--- src/rtl/mem_port_arbiter_pkg.sv ---
// Shared types and defaults for the main-memory port arbiter.
// Owner and FSM encodings are fixed so that debug taps stay stable across builds.
package mem_arb_pkg;

    localparam int DEF_ADDR_W    = 5;
    localparam int DEF_DATA_W    = 32;
    localparam int DEF_MAX_BURST = 8;

    // Width of the debug burst counter exported on the interface.
    localparam int DBG_CNT_W = 8;

    typedef enum logic {
        OWN_CPU = 1'b0,
        OWN_SPR = 1'b1
    } owner_t;

    typedef enum logic [1:0] {
        IDLE  = 2'd0,
        SERVE = 2'd1,
        BURST = 2'd2
    } state_t;

    // Counter width able to hold the value max_burst itself.
    function automatic int burst_cnt_w(input int max_burst);
        return (max_burst < 1) ? 1 : $clog2(max_burst + 1);
    endfunction

endpackage

--- src/rtl/mem_port_arbiter_if.sv ---
// Bundle of CPU port, SPR port and RAM pins around the arbiter.
// Handshake: a requester holds req/we/addr/wdata until it sees gnt in the same cycle; rvalid follows a read grant by one cycle.
interface mem_port_if
    import mem_arb_pkg::*;
#(
    parameter int ADDR_W = DEF_ADDR_W,
    parameter int DATA_W = DEF_DATA_W
);
    logic              cpu_req;
    logic              cpu_we;
    logic [ADDR_W-1:0] cpu_addr;
    logic [DATA_W-1:0] cpu_wdata;
    logic              cpu_gnt;
    logic              cpu_stall;
    logic              cpu_rvalid;
    logic [DATA_W-1:0] cpu_rdata;

    logic              spr_req;
    logic              spr_we;
    logic [ADDR_W-1:0] spr_addr;
    logic [DATA_W-1:0] spr_wdata;
    logic              spr_lock;
    logic              spr_gnt;
    logic              spr_rvalid;
    logic [DATA_W-1:0] spr_rdata;

    logic              ram_en;
    logic              ram_we;
    logic [ADDR_W-1:0] ram_addr;
    logic [DATA_W-1:0] ram_din;
    logic [DATA_W-1:0] ram_dout;

    state_t            dbg_state;
    logic [DBG_CNT_W-1:0] dbg_burst_cnt;

    // Arbiter side.
    modport slave (
        input  cpu_req, cpu_we, cpu_addr, cpu_wdata,
        output cpu_gnt, cpu_stall, cpu_rvalid, cpu_rdata,
        input  spr_req, spr_we, spr_addr, spr_wdata, spr_lock,
        output spr_gnt, spr_rvalid, spr_rdata,
        output ram_en, ram_we, ram_addr, ram_din,
        input  ram_dout,
        output dbg_state, dbg_burst_cnt
    );

    // Requester / RAM-model side.
    modport master (
        output cpu_req, cpu_we, cpu_addr, cpu_wdata,
        input  cpu_gnt, cpu_stall, cpu_rvalid, cpu_rdata,
        output spr_req, spr_we, spr_addr, spr_wdata, spr_lock,
        input  spr_gnt, spr_rvalid, spr_rdata,
        input  ram_en, ram_we, ram_addr, ram_din,
        output ram_dout,
        input  dbg_state, dbg_burst_cnt
    );

endinterface

--- src/rtl/mem_port_arbiter_rr_arb2.sv ---
// Two-way round-robin arbiter: ties go to the requester that did not win last.
// A forced SPR grant (burst hold) bypasses arbitration but still updates the owner history.
module rr_arb2
    import mem_arb_pkg::*;
(
    input  logic clk,
    input  logic rst,
    input  logic i_req_cpu,
    input  logic i_req_spr,
    input  logic i_mask_spr,
    input  logic i_force_spr,
    output logic o_gnt_cpu,
    output logic o_gnt_spr
);

    owner_t r_last_owner;
    logic   w_spr_ok;

    always_comb begin
        o_gnt_cpu = 1'b0;
        o_gnt_spr = 1'b0;
        w_spr_ok  = i_req_spr & ~i_mask_spr;
        if (i_force_spr) begin
            o_gnt_spr = 1'b1;
        end else if (i_req_cpu && w_spr_ok) begin
            if (r_last_owner == OWN_SPR) begin
                o_gnt_cpu = 1'b1;
            end else begin
                o_gnt_spr = 1'b1;
            end
        end else if (i_req_cpu) begin
            o_gnt_cpu = 1'b1;
        end else if (w_spr_ok) begin
            o_gnt_spr = 1'b1;
        end
    end

    // Reset to SPR so the CPU wins the first tie.
    always_ff @(posedge clk) begin
        if (rst) begin
            r_last_owner <= OWN_SPR;
        end else if (o_gnt_cpu) begin
            r_last_owner <= OWN_CPU;
        end else if (o_gnt_spr) begin
            r_last_owner <= OWN_SPR;
        end
    end

endmodule

--- src/rtl/mem_port_arbiter.sv ---
// Shares a single-port, 1-cycle-latency block RAM between the CPU data port and the sprite fetch engine.
// Round-robin arbitration with a bounded SPR burst lock followed by a one-cycle CPU-priority cooldown.
module mem_port_arbiter
    import mem_arb_pkg::*;
#(
    parameter int ADDR_W    = DEF_ADDR_W,
    parameter int DATA_W    = DEF_DATA_W,
    parameter int MAX_BURST = DEF_MAX_BURST
) (
    input  logic        clk,
    input  logic        rst,
    mem_port_if.slave   bus
);

    localparam int CNT_W = burst_cnt_w(MAX_BURST);

    state_t           r_state;
    state_t           w_state_nxt;
    logic [CNT_W-1:0] r_burst_cnt;
    logic [CNT_W-1:0] w_burst_cnt_nxt;
    logic             r_cool;
    logic             w_cool_nxt;
    logic             r_cpu_rvalid;
    logic             r_spr_rvalid;

    logic             w_hold;
    logic             w_mask_spr;
    logic             w_gnt_cpu;
    logic             w_gnt_spr;

    // Burst continues only while SPR keeps both req and lock asserted.
    assign w_hold     = (r_state == BURST) & bus.spr_req & bus.spr_lock;
    assign w_mask_spr = r_cool & bus.cpu_req;

    rr_arb2 u_arb (
        .clk         (clk),
        .rst         (rst),
        .i_req_cpu   (bus.cpu_req),
        .i_req_spr   (bus.spr_req),
        .i_mask_spr  (w_mask_spr),
        .i_force_spr (w_hold),
        .o_gnt_cpu   (w_gnt_cpu),
        .o_gnt_spr   (w_gnt_spr)
    );

    always_comb begin
        w_state_nxt     = IDLE;
        w_burst_cnt_nxt = '0;
        w_cool_nxt      = 1'b0;
        if (w_gnt_spr && w_hold) begin
            if (r_burst_cnt == CNT_W'(MAX_BURST - 1)) begin
                w_state_nxt = SERVE;
                w_cool_nxt  = 1'b1;
            end else begin
                w_state_nxt     = BURST;
                w_burst_cnt_nxt = r_burst_cnt + 1'b1;
            end
        end else if (w_gnt_spr && bus.spr_lock && !r_cool) begin
            // A lock request during cooldown is ignored for one cycle.
            if (MAX_BURST == 1) begin
                w_state_nxt = SERVE;
                w_cool_nxt  = 1'b1;
            end else begin
                w_state_nxt     = BURST;
                w_burst_cnt_nxt = CNT_W'(1);
            end
        end else if (w_gnt_spr || w_gnt_cpu) begin
            w_state_nxt = SERVE;
        end
    end

    always_ff @(posedge clk) begin
        if (rst) begin
            r_state      <= IDLE;
            r_burst_cnt  <= '0;
            r_cool       <= 1'b0;
            r_cpu_rvalid <= 1'b0;
            r_spr_rvalid <= 1'b0;
        end else begin
            r_state      <= w_state_nxt;
            r_burst_cnt  <= w_burst_cnt_nxt;
            r_cool       <= w_cool_nxt;
            r_cpu_rvalid <= w_gnt_cpu & ~bus.cpu_we;
            r_spr_rvalid <= w_gnt_spr & ~bus.spr_we;
        end
    end

    assign bus.cpu_gnt   = w_gnt_cpu;
    assign bus.spr_gnt   = w_gnt_spr;
    assign bus.cpu_stall = bus.cpu_req & ~w_gnt_cpu;
    assign bus.ram_en    = w_gnt_cpu | w_gnt_spr;

    // RAM pins are zero whenever nobody is granted.
    always_comb begin
        bus.ram_we   = 1'b0;
        bus.ram_addr = '0;
        bus.ram_din  = '0;
        if (w_gnt_cpu) begin
            bus.ram_we   = bus.cpu_we;
            bus.ram_addr = bus.cpu_addr;
            bus.ram_din  = bus.cpu_wdata;
        end else if (w_gnt_spr) begin
            bus.ram_we   = bus.spr_we;
            bus.ram_addr = bus.spr_addr;
            bus.ram_din  = bus.spr_wdata;
        end
    end

    assign bus.cpu_rvalid    = r_cpu_rvalid;
    assign bus.spr_rvalid    = r_spr_rvalid;
    assign bus.cpu_rdata     = bus.ram_dout;
    assign bus.spr_rdata     = bus.ram_dout;
    assign bus.dbg_state     = r_state;
    assign bus.dbg_burst_cnt = DBG_CNT_W'(r_burst_cnt);

endmodule
--- src/flat_wrapper.sv ---
// flat-port wrapper written by rule: the top's interface ports become plain ports
module mem_port_arbiter_flat import mem_arb_pkg::*;
#(
    parameter int ADDR_W    = DEF_ADDR_W,
    parameter int DATA_W    = DEF_DATA_W,
    parameter int MAX_BURST = DEF_MAX_BURST
)
  (clk, rst, bus_cpu_req, bus_cpu_we, bus_cpu_addr, bus_cpu_wdata, bus_cpu_gnt, bus_cpu_stall, bus_cpu_rvalid, bus_cpu_rdata, bus_spr_req, bus_spr_we, bus_spr_addr, bus_spr_wdata, bus_spr_lock, bus_spr_gnt, bus_spr_rvalid, bus_spr_rdata, bus_ram_en, bus_ram_we, bus_ram_addr, bus_ram_din, bus_ram_dout, bus_dbg_state, bus_dbg_burst_cnt);
  mem_port_if #(.ADDR_W(ADDR_W), .DATA_W(DATA_W)) bus_i ();
  input  logic clk;
  input  logic rst;
  input wire logic [$bits(bus_i.cpu_req)-1:0] bus_cpu_req;
  input wire logic [$bits(bus_i.cpu_we)-1:0] bus_cpu_we;
  input wire logic [$bits(bus_i.cpu_addr)-1:0] bus_cpu_addr;
  input wire logic [$bits(bus_i.cpu_wdata)-1:0] bus_cpu_wdata;
  output wire logic [$bits(bus_i.cpu_gnt)-1:0] bus_cpu_gnt;
  output wire logic [$bits(bus_i.cpu_stall)-1:0] bus_cpu_stall;
  output wire logic [$bits(bus_i.cpu_rvalid)-1:0] bus_cpu_rvalid;
  output wire logic [$bits(bus_i.cpu_rdata)-1:0] bus_cpu_rdata;
  input wire logic [$bits(bus_i.spr_req)-1:0] bus_spr_req;
  input wire logic [$bits(bus_i.spr_we)-1:0] bus_spr_we;
  input wire logic [$bits(bus_i.spr_addr)-1:0] bus_spr_addr;
  input wire logic [$bits(bus_i.spr_wdata)-1:0] bus_spr_wdata;
  input wire logic [$bits(bus_i.spr_lock)-1:0] bus_spr_lock;
  output wire logic [$bits(bus_i.spr_gnt)-1:0] bus_spr_gnt;
  output wire logic [$bits(bus_i.spr_rvalid)-1:0] bus_spr_rvalid;
  output wire logic [$bits(bus_i.spr_rdata)-1:0] bus_spr_rdata;
  output wire logic [$bits(bus_i.ram_en)-1:0] bus_ram_en;
  output wire logic [$bits(bus_i.ram_we)-1:0] bus_ram_we;
  output wire logic [$bits(bus_i.ram_addr)-1:0] bus_ram_addr;
  output wire logic [$bits(bus_i.ram_din)-1:0] bus_ram_din;
  input wire logic [$bits(bus_i.ram_dout)-1:0] bus_ram_dout;
  output wire logic [$bits(bus_i.dbg_state)-1:0] bus_dbg_state;
  output wire logic [$bits(bus_i.dbg_burst_cnt)-1:0] bus_dbg_burst_cnt;
  assign bus_i.cpu_req = bus_cpu_req;
  assign bus_i.cpu_we = bus_cpu_we;
  assign bus_i.cpu_addr = bus_cpu_addr;
  assign bus_i.cpu_wdata = bus_cpu_wdata;
  assign bus_cpu_gnt = bus_i.cpu_gnt;
  assign bus_cpu_stall = bus_i.cpu_stall;
  assign bus_cpu_rvalid = bus_i.cpu_rvalid;
  assign bus_cpu_rdata = bus_i.cpu_rdata;
  assign bus_i.spr_req = bus_spr_req;
  assign bus_i.spr_we = bus_spr_we;
  assign bus_i.spr_addr = bus_spr_addr;
  assign bus_i.spr_wdata = bus_spr_wdata;
  assign bus_i.spr_lock = bus_spr_lock;
  assign bus_spr_gnt = bus_i.spr_gnt;
  assign bus_spr_rvalid = bus_i.spr_rvalid;
  assign bus_spr_rdata = bus_i.spr_rdata;
  assign bus_ram_en = bus_i.ram_en;
  assign bus_ram_we = bus_i.ram_we;
  assign bus_ram_addr = bus_i.ram_addr;
  assign bus_ram_din = bus_i.ram_din;
  assign bus_i.ram_dout = bus_ram_dout;
  assign bus_dbg_state = bus_i.dbg_state;
  assign bus_dbg_burst_cnt = bus_i.dbg_burst_cnt;
  mem_port_arbiter #(.ADDR_W(ADDR_W), .DATA_W(DATA_W), .MAX_BURST(MAX_BURST)) u_core (.clk(clk), .rst(rst), .bus(bus_i));
endmodule
--- config.mk ---
export PLATFORM = sky130hd
export DESIGN_NAME = mem_port_arbiter_flat
export DESIGN_NICKNAME = d
export VERILOG_FILES = /design/src/rtl/mem_port_arbiter_pkg.sv /design/src/rtl/mem_port_arbiter_if.sv /design/src/rtl/mem_port_arbiter_rr_arb2.sv /design/src/rtl/mem_port_arbiter.sv /design/src/flat_wrapper.sv
export SDC_FILE = /design/constraint.sdc
export NUM_CORES = 1
export LEC_CHECK = 0
export BUFFER_PORTS_ARGS = -buffer_cell sky130_fd_sc_hd__buf_2
export CAP_MARGIN = 20
export CORE_AREA = 2 2 90 92
export CTS_BUF_LIST = sky130_fd_sc_hd__clkbuf_8
export DETAILED_ROUTE_END_ITERATION = 10
export DIE_AREA = 0 0 92 94
export GPL_TIMING_DRIVEN = 1
export SLEW_MARGIN = 20
export SYNTH_ARGS = -nofsm -noshare
export SYNTH_HDL_FRONTEND = slang
export SYNTH_SLANG_ARGS = --single-unit
--- constraint.sdc ---
create_clock -name clk -period 1.4 [get_ports clk]
set_input_delay 0.28 -clock clk [delete_from_list [all_inputs] [get_ports clk]]
set_output_delay 0.28 -clock clk [all_outputs]
set_load 0.05 [all_outputs]
==> flow_summary.json <==
{
  "die_h_um": 94,
  "final_cell_area_mm2": 0.00253,
  "synth_area_per_cell_um2": 8.23,
  "start_kind": "flip-flop",
  "clock_path_buffers": 2,
  "routedWlPerCell_um": 13.6,
  "postPlaceCellArea_mm2": 0.00206,
  "ys_warn_count": 0,
  "start_util": 0.173,
  "port-buffer-count": 130,
  "cp.required_ns": 1.12,
  "fmax_ghz": 0.541,
  "cts-hold-fix-buffers": 0,
  "drt_wl_total_um": 4560,
  "grt_pass1_vias": 1402,
  "synth_area_leaders": "buf_4 (40%), a22o_1 (25%), dfxtp_1 (15%)",
  "ioPinCount": 231,
  "syn_inst": 160,
  "setup_ws_ns": -0.449,
  "maxSlewViolCount": 0,
  "cts_buffers": 3,
  "tritoncts": "done",
  "hold_path.class": "primary input to flip-flop",
  "grt-ovfl-total": 0,
  "yosysUniqueCellTypes": 28,
  "postCtsSetupBuffers": 0,
  "clock_latency_ns": 0.23,
  "p_per_area_mw_per_mm2": 762,
  "area_delta_synth_final_pct": 92.3,
  "grt_max_degree": 21,
  "gp_congestion": 0.638,
  "clock_sinks": 10,
  "peakVddDrop_mv": 0.274,
  "ys_seq_area_frac": 0.152,
  "fin_crit_ns": 1.85,
  "cts_root_buffer": "clkbuf_8",
  "finalClockSkew_ns": 0.00369,
  "synth_edf_count": 0,
  "dp_hpwl_um": 3620,
  "vias": 1390,
  "synthArstFlopShare": 0,
  "viasPerCell": 4.15,
  "synth-seq-cells": 10,
  "grtUsageTotal": 0.0961,
  "power.leakage_nw": 1.26,
  "critical_path.endpoint_type": "output port",
  "drc": 0,
  "path_clk_slew_ns": 0.05,
  "ant_nets": 0,
  "core_mm2": 0.00761,
  "rsz0062_at_grt": "yes",
  "critPathArrivalTime_ns": 1.57,
  "violations": "setup timing",
  "antenna_found_initial": 0,
  "tns_ns": -17.31,
  "hold_viol": 0,
  "synth_top_area_frac": 0.399,
  "dieArea_mm2": 0.00865,
  "drive_above_1_share": 0.837,
  "path_max_fanout": 20,
  "n_antenna_cell": 0,
  "post-route-period-util": 1.32,
  "htreeDepth": 1,
  "drv_cap": 0,
  "setup_viol": 41,
  "grt_first_pass_wirelength_um": 6670,
  "syn_area_mm2": 0.00132,
  "ys.flop_type": "dfxtp_1",
  "row_count": 32,
  "synth_top_cell_by_area": "buf_4",
  "final_net_count": 348,
  "die_w_um": 92,
  "detail_route.first_pass.iterations": 3,
  "path_class": "flip-flop to output port",
  "status": "finished with violations",
  "dp_slack_ns": -0.386,
  "drt-initial-drc-count": 5
}
## cell families after synthesis
kind of cell	Yosys count	share of synthesized area
simple gates	23	0.106
mux	1	0.00760
flops	10	0.152
other cells	1	0.00285
buf+inv	77	0.422
compound gates	46	0.294
xor+xnor	1	0.00666
fa+ha+maj	1	0.00950
## worst paths after layout
kind | start | end | slack [ns] | cells past startpoint
setup / recovery | u_core.bus.dbg_state[0] | bus_ram_din[4] | -0.45 | 5
hold / removal | bus_spr_we | u_core.bus.spr_rvalid | 0.25 | 2
setup reg to reg | u_core.bus.dbg_state[0] | u_core.bus.cpu_rvalid | 0.11 | 4
hold reg to reg | u_core.r_burst_cnt[0] | u_core.r_burst_cnt[0] | 0.55 | 2
## critical path, stage by stage, from the launching register on
cell and delay, ns:
dfxtp_4 0.34, and4b_4 0.20, a211oi_4 0.26, buf_12 0.23
a22o_4 0.15, buf_8 0.14
## cell type report
cell class | count | area (um^2)
fill | 764 | 5080
timing repair buffer | 142 | 1210
multi-input combinational | 76 | 936
sequential | 10 | 210
tap | 102 | 128
clock buffer | 3 | 41.3
clock inverter | 1 | 3.75
inverter | 1 | 3.75
## sequential cells by signal, summed over array words and instances (netlist names)
| register | cells |
|---|---|
| u_core.bus.dbg_state | 2 |
| u_core.bus.spr_rvalid | 1 |
| u_core.r_cool | 1 |
| u_core.u_arb.r_last_owner | 1 |
| u_core.r_burst_cnt | 4 |
| u_core.bus.cpu_rvalid | 1 |
## cells in the final DEF, fill, tap and decap left out, drive strengths merged, types with 3 or more instances in the layout
cell and instances:
nor2 8, buf 142, dfxtp 10, conb 4, a22o 38, clkbuf 3
## per-layer routing
metal  GRT usage  share of wire  up-vias
li1            -              -      646
met1      0.0956           0.33      640
met2       0.183           0.54       78
met3      0.0233          0.099       26
met4      0.0522          0.036        0
met5           0              0        -
## where the power goes
| group | internal, mW | switching [mW] | total, mW |
|---|---|---|---|
| Combinational | 0.610 | 0.716 | 1.33 |
| Clock | 0.192 | 0.113 | 0.305 |
| Sequential | 0.293 | 0.00537 | 0.299 |
| Total | 1.10 | 0.834 | 1.93 |
## cells in the mapped netlist (2+ instances only)
| library cell | instances |
|---|---|
| a21oi_1 | 2 |
| dfxtp_1 | 10 |
| clkbuf_1 | 3 |
| or2_2 | 2 |
| nand2b_1 | 2 |
| buf_4 | 70 |
| nor2_1 | 8 |
| buf_2 | 3 |
| o21ai_0 | 2 |
| a22o_1 | 38 |
| nand3b_1 | 2 |
| nand2_1 | 2 |
## metrics by stage
step / utilization / std cells / total power, mW / hold slack, ns
after global placement: 0.270 / 331 / 1.36 / 0.479
after global routing: 0.333 / 335 / 2.02 / 0.232
final: 0.333 / 335 / 1.93 / 0.248
after floorplan: - / 163 / 1.59 / 0.339
after CTS: 0.332 / 335 / 1.94 / 0.234
after detailed placement: 0.270 / 331 / 1.37 / 0.483
## repair_timing
action,in CTS,in global routing
gates resized for setup,126,2
endpoints found under the hold margin,0,0
setup endpoints to repair,42,42
pin swaps,1,0
Note: power is estimated with default switching activity, not from simulation.
